<file path="src/rtl/sigmoid_sequencer.sv">
// Initiator-side controller for the sigmoid activation unit: reads a vector
// from the source buffer, issues each element, and writes results back.
//
// state   | meaning
// --------+-----------------------------------------------------------
// S_IDLE  | waiting for start; latches clamped length
// S_READ  | source buffer read strobe for element idx
// S_LOAD  | capture read data and index into the operand registers
// S_ISSUE | one-cycle request pulse to the activation unit
// S_WAIT  | wait for result valid, bounded by the timeout down-counter
// S_WRITE | write captured result to the result buffer
// S_DONE  | one-cycle completion pulse

module sigmoid_sequencer #(
    parameter int DATA_W  = 32,
    parameter int ADDR_W  = 5,
    parameter int TIMEOUT = 15
) (
    input  logic              clk,
    input  logic              rst_n,
    input  logic              start,
    input  logic [ADDR_W:0]   vec_len,
    output logic              busy,
    output logic              done,
    output logic [1:0]        error,
    output logic              buf_rd_en,
    output logic [ADDR_W-1:0] buf_rd_addr,
    input  logic [DATA_W-1:0] buf_rd_data,
    output logic              act_en,
    output logic [DATA_W-1:0] act_data,
    output logic [ADDR_W-1:0] act_addr,
    input  logic [DATA_W-1:0] act_out_data,
    input  logic [ADDR_W-1:0] act_out_addr,
    input  logic              act_out_valid,
    output logic              res_wr_en,
    output logic [ADDR_W-1:0] res_wr_addr,
    output logic [DATA_W-1:0] res_wr_data
);

    typedef enum logic [2:0] {
        S_IDLE,
        S_READ,
        S_LOAD,
        S_ISSUE,
        S_WAIT,
        S_WRITE,
        S_DONE
    } state_t;

    localparam int              MAX_LEN_I = 1 << ADDR_W;
    localparam logic [ADDR_W:0] MAX_LEN   = MAX_LEN_I[ADDR_W:0];
    localparam logic [7:0]      TMR_LOAD  = 8'(TIMEOUT - 1);

    state_t            state;
    logic [ADDR_W:0]   len;
    logic [ADDR_W-1:0] idx;
    logic [7:0]        tmr;
    logic [ADDR_W:0]   len_clamped;

    always_comb begin
        len_clamped = vec_len;
        if (vec_len > MAX_LEN) len_clamped = MAX_LEN;
    end

    // idx only changes on the WRITE->READ transition, so it is stable in READ
    assign buf_rd_addr = idx;

    // Strobes are assigned on the transition into their state so that they are
    // registered and high exactly for the one cycle spent in that state.
    always_ff @(posedge clk or negedge rst_n) begin
        if (!rst_n) begin
            state       <= S_IDLE;
            len         <= '0;
            idx         <= '0;
            tmr         <= '0;
            busy        <= 1'b0;
            done        <= 1'b0;
            error       <= 2'b00;
            buf_rd_en   <= 1'b0;
            act_en      <= 1'b0;
            act_data    <= '0;
            act_addr    <= '0;
            res_wr_en   <= 1'b0;
            res_wr_addr <= '0;
            res_wr_data <= '0;
        end else begin
            buf_rd_en <= 1'b0;
            act_en    <= 1'b0;
            res_wr_en <= 1'b0;
            done      <= 1'b0;
            case (state)
                S_IDLE: begin
                    if (start) begin
                        len  <= len_clamped;
                        idx  <= '0;
                        busy <= 1'b1;
                        if (len_clamped == '0) begin
                            state <= S_DONE;
                            done  <= 1'b1;
                        end else begin
                            error     <= 2'b00;
                            state     <= S_READ;
                            buf_rd_en <= 1'b1;
                        end
                    end
                end
                S_READ: begin
                    state <= S_LOAD;
                end
                S_LOAD: begin
                    act_data <= buf_rd_data;
                    act_addr <= idx;
                    act_en   <= 1'b1;
                    state    <= S_ISSUE;
                end
                S_ISSUE: begin
                    tmr   <= TMR_LOAD;
                    state <= S_WAIT;
                end
                S_WAIT: begin
                    // a valid in the last allowed cycle still wins over the abort
                    if (act_out_valid) begin
                        res_wr_addr <= act_out_addr;
                        res_wr_data <= act_out_data;
                        if (act_out_addr != act_addr) error[1] <= 1'b1;
                        res_wr_en   <= 1'b1;
                        state       <= S_WRITE;
                    end else if (tmr == 8'd0) begin
                        error[0] <= 1'b1;
                        done     <= 1'b1;
                        state    <= S_DONE;
                    end else begin
                        tmr <= tmr - 8'd1;
                    end
                end
                S_WRITE: begin
                    if ({1'b0, idx} == len - 1'b1) begin
                        done  <= 1'b1;
                        state <= S_DONE;
                    end else begin
                        idx       <= idx + 1'b1;
                        buf_rd_en <= 1'b1;
                        state     <= S_READ;
                    end
                end
                S_DONE: begin
                    busy  <= 1'b0;
                    state <= S_IDLE;
                end
                default: begin
                    busy  <= 1'b0;
                    state <= S_IDLE;
                end
            endcase
        end
    end

endmodule

</file>
<file path="config.mk">
export PLATFORM = sky130hd
export DESIGN_NAME = sigmoid_sequencer
export DESIGN_NICKNAME = d
export VERILOG_FILES = /design/src/rtl/sigmoid_sequencer.sv
export SDC_FILE = /design/constraint.sdc
export NUM_CORES = 1
export LEC_CHECK = 0
export BUFFER_PORTS_ARGS = -buffer_cell sky130_fd_sc_hd__buf_2
export CAP_MARGIN = 20
export CORE_MARGIN = 2
export CORE_UTILIZATION = 40
export DETAILED_ROUTE_END_ITERATION = 12
export PLACE_DENSITY = 0.67
export SLEW_MARGIN = 20
export SYNTH_ARGS = -nofsm -noshare
export SYNTH_HDL_FRONTEND = slang
export SYNTH_SLANG_ARGS = --single-unit
</file>
<file path="constraint.sdc">
create_clock -name clk -period 5 [get_ports clk]
set_clock_uncertainty 0.2 [all_clocks]
set_input_delay 1.5 -clock clk [delete_from_list [all_inputs] [get_ports clk]]
set_output_delay 1.5 -clock clk [all_outputs]
set_load 0.05 [all_outputs]
</file>
# == Word-level counts from Yosys, hierarchy flattened ==
# Cells that the tools add are included.
# totals
register_bits,103
in_bits,79
out_inout_bits,86
elab_cells,86
# op_classes
addsub,3
n_lt_le_gt_ge,1
eq_ne,16
n_mux,35
bitwise,1
n_reduce_logical,15
# ops
cell,n
3-bit case mux with 6 select lines,1
1-bit two-way mux,16
8-bit two-way mux,2
"2-bit inequality test, second input constant",8
8-bit case mux with 2 select lines,1
3-bit two-way mux,5
5-bit two-way mux,2
5-bit case mux with 2 select lines,1
5-bit AND reduction,2
8-bit zero test,1
2-bit AND reduction,4
"8-bit by 1-bit subtractor with 8-bit output, second input constant",1
"3-bit by 2-bit equality test with 1-bit output, second input constant",2
"3-bit equality test, second input constant",2
5-bit by 6-bit equality test with 1-bit output,1
"6-bit greater-than comparator, second input constant",1
6-bit zero test,1
6-bit two-way mux,1
3-bit AND reduction,2
2-bit nonzero test,3
"6-bit by 1-bit subtractor with 6-bit output, second input constant",1
"5-bit by 1-bit adder with 5-bit output, second input constant",1
5-bit inequality test,1
5-bit OR reduction,1
8 further kinds,10

# == Logic depth before layout (Yosys ltp) ==
# depth
ltp_word,6
ltp_mapped,8
mapped_depth_nobuf,8

# == Least setup slack after synthesis ==
# Ideal clock, no wire load.
# synth_path
kind,input to register
from,in act_out_valid
to,reg res_wr_data[19]
setup_ns,0.125
arrival_time_ns,2.751
slack_ns,1.924
stages,5
n_path_buf,3
path_cell_list,clkbuf_1 > and3_1 > buf_2 > buf_2 > mux2_2
# synth_via
elab_chain_cells,1
# synth_lines
item,line,source
start: declaration,34,"input logic act_out_valid,"
2-bit AND reduction (no source line),n/a,
end signal: assignment,124,res_wr_data <= act_out_data;
end: declaration,37,output logic [DATA_W-1:0] res_wr_data
# Every way passes these cells.
# A chain may end at the register's enable or synchronous reset.

# == Final worst setup path ==
# layout_path
from,reg idx[2] (netlist: buf_rd_addr[2])
to,out buf_rd_addr[2]
# layout_rtl
item,line,source
start: declaration,56,logic [ADDR_W-1:0] idx;
start signal: assignment,141,idx <= idx + 1'b1;
end: declaration,27,"output logic [ADDR_W-1:0] buf_rd_addr,"
# No word-level cell between the ends.

==> impl_metrics.tcl <==
set metrics [dict create \
    dp_hpwl_um 6990 \
    postRouteAntennaNets 0 \
    crit_required_ps 3300 \
    die_x_um 110 \
    vias 3262 \
    clk_latency_ps 360 \
    layout_min_cycle_time_ps 2910 \
    cap_violations 0 \
    path_clk_slew_ps 100 \
    postCtsResizedCells 0 \
    grt_antenna_before_repair 0 \
    antennaDiodeCount 0 \
    routed_wire_length_per_instance_um 14.9 \
    std_cell_rows 38 \
    drt_first_iter_violations 119 \
    postSynthCellCount 342 \
    clock_tree_from_tritoncts "done" \
    max_freq_mhz 343 \
    ir_drop_mv 0.409 \
    numClockSinks 103 \
    synthFlopType "dfrtp_1" \
    fin_total_pwr_mw 4.19 \
    drc 0 \
    synthDominantCellAreaShare_pct 57.8 \
    grt_residual_overflow 0 \
    setup_viol_count_final 0 \
    ys_seq_elements 103 \
    p_per_area_nw_per_um2 746 \
    hold_viol 0 \
    finalCritPeriodShare_pct 58.3 \
    comb_power_share_pct 53.5 \
    power.net_switching_mw 2.10 \
    boundaryPins 165 \
    port-buffer-count 164 \
    mostFrequentLayoutCell "buf_2" \
    drt-vias-per-instance 5.03 \
    power.leakage_nw 2.73 \
    grtUsageTotal_pct 16.3 \
    wire_length_of_the_first_global_routing_pass_um 15100 \
    place.gp.congestion 0.824 \
    status "complete, no violations" \
    grt_start_max_net_pins 90 \
    intPower_mw 2.08 \
    worst_slew_margin_rel_pct 41.4 \
    setup.worst_path.start_class "flop" \
    timing.critical_path.cells "buf_2" \
    post_cts_hold_buffer_count 0 \
    grt_met3_usage_pct 4.45 \
    layout_common_cells "163 x buf_2, 103 x dfrtp_1, 75 x mux2_2" \
    drt-total-wl_um 9700 \
    use_met1_pct 20.0 \
    synth.yosys.warnings 0 \
    path_delay_family "flip-flops" \
    cp.arrival_ps 1210 \
    synth_fp_nets 427 \
    path_buf_inv 1 \
    core_region_area_um2 10800 \
    drt_pre_antenna_iters 4 \
    max_stage_delay_ps 530 \
    layout-drive-gt1-share_pct 52.3 \
    p_sw_share_pct 50.3 \
    nNetsFinal 589 \
    utilization_after_layout_pct 51.8 \
    area.growth.synth_to_final_pct 25.8 \
    grt_most_used_layer "met2" \
    numCtsBuffers 9 \
    netlist-cell-type-count 47 \
    critical_path_maximum_fanout 9 \
    synth.area.top_cells "dfrtp_1 58%, mux2_2 19%, xor2_1 2.0%" \
    r2r_slack_ps 2600 \
    number_of_global_route_vias_before_repair 3233 \
    worstHoldPathType "flop to flop" \
    clockBufferDepth 2 \
    drv_slew 0 \
    postCtsSetupRepairBufs 0 \
    critPathCaptureType "output port" \
    die-height_um 110 \
    crit_slowest_cell "dfrtp_1" \
    synth-seq-area-share_pct 57.8 \
    timing_worst_slew_pin_value_ps 879 \
    number_of_synthesized_flops_with_an_enable_pin 0 \
    global_route.usage.met2_pct 26.5 \
    floorplan.initialDensity_pct 41.2 \
    avgSynthCellArea_um2 13.0 \
    clock_tree.root_cell "clkbuf_8" \
    netlist_area_um2 4460 \
    power.sequential.fraction_pct 34.0 \
    timing.setup.critical_path_class "flop to output port" \
    ys_async_sr_fraction_pct 100 \
    h-tree-depth 3 \
    rsz0062_at_grt "no" \
    timing.setup.tns_ps 0 \
    floorplan.die_area_um2 12000 \
    pwr-share-clk_pct 12.5 \
    synth.largest_area_cell "dfrtp_1" \
]
[layout make-up]
cell class	instances	area (um^2)
clock inverter	6	68.8
multi-input combinational	215	1790
tap	140	175
sequential	103	2580
timing repair buffer	166	842
fill	988	5230
clock buffer	10	128
inverter	9	33.8
[kinds of logic after synthesis]
| logic type | share of synthesized area, % |
|---|---|
| and+or+nand+nor | 9.51 |
| AOI/OAI and AO/OA | 6.20 |
| DFF | 57.8 |
| buffers and inverters | 2.30 |
| xor gates and xnor gates | 2.94 |
| adders and majority gates | 1.68 |
| muxes | 19.6 |
[cells in the mapped netlist, types with 3 or more instances]
master    count
a21oi_1      10
nand2_1      19
nand2b_1      8
nor3_1        3
o21ai_0       7
nor3b_1       3
nand4_1       3
and3_1        3
dfrtp_1     103
nor2_1       12
nor4_1        4
a31oi_1       3
o21ai_1       8
o22ai_1       3
inv_1         8
xnor2_1       5
ha_1          6
clkbuf_1      5
mux2i_1       3
mux2_2       75
buf_2         9
nand3_1       4
xor2_1       10
[flip-flops by register name, indices dropped and copies added (netlist names), 2 cells and up]
| name | flops |
|---|---|
| act_addr | 5 |
| act_data | 32 |
| buf_rd_addr | 5 |
| error | 2 |
| len | 6 |
| res_wr_addr | 5 |
| res_wr_data | 32 |
| state | 3 |
| tmr | 8 |
[stage by stage]
| step | std cells | setup slack (ps) | hold WS, ps | cell area [um^2] |
|---|---|---|---|---|
| after floorplan | 342 | 1920 | 278 | 4460 |
| after global placement | 633 | 1800 | 284 | 5410 |
| after detailed placement | 633 | 1720 | 286 | 5410 |
| after CTS | 649 | 2060 | 308 | 5610 |
| after global routing | 649 | 2020 | 322 | 5610 |
| final | 649 | 2090 | 306 | 5610 |
[metal layers]
layer,up-vias,part of all wire [%]
li1,1539,-
met1,1592,42
met2,117,48
met3,14,7.6
met4,0,2.0
met5,-,0
[power groups by stage]
stage / Sequential, mW / Combinational, mW / Clock [mW]
final: 1.42 / 2.24 / 0.525
after global routing: 1.47 / 2.37 / 0.576
after CTS: 1.43 / 2.26 / 0.543
after detailed placement: 1.44 / 2.26 / 0
after global placement: 1.42 / 2.22 / 0
after floorplan: 2.47 / 0.696 / 0
[worst paths after layout]
| kind | endpoint | cells past startpoint | startpoint |
|---|---|---|---|
| setup reg to reg | res_wr_data[29]$_DFFE_PN0P_ | 3 | state[0]$_DFFE_PN0P_ |
| min in group asynchronous | res_wr_data[6]$_DFFE_PN0P_ | 1 | rst_n |
| hold reg to reg | busy$_DFFE_PN0P_ | 1 | busy$_DFFE_PN0P_ |
| hold / removal | busy$_DFFE_PN0P_ | 1 | busy$_DFFE_PN0P_ |
| setup / recovery | buf_rd_addr[2] | 1 | buf_rd_addr[2]$_DFFE_PN0P_ |
| max in group asynchronous | act_en$_DFF_PN0_ | 2 | rst_n |
Note: power is estimated with default switching activity, not from simulation.
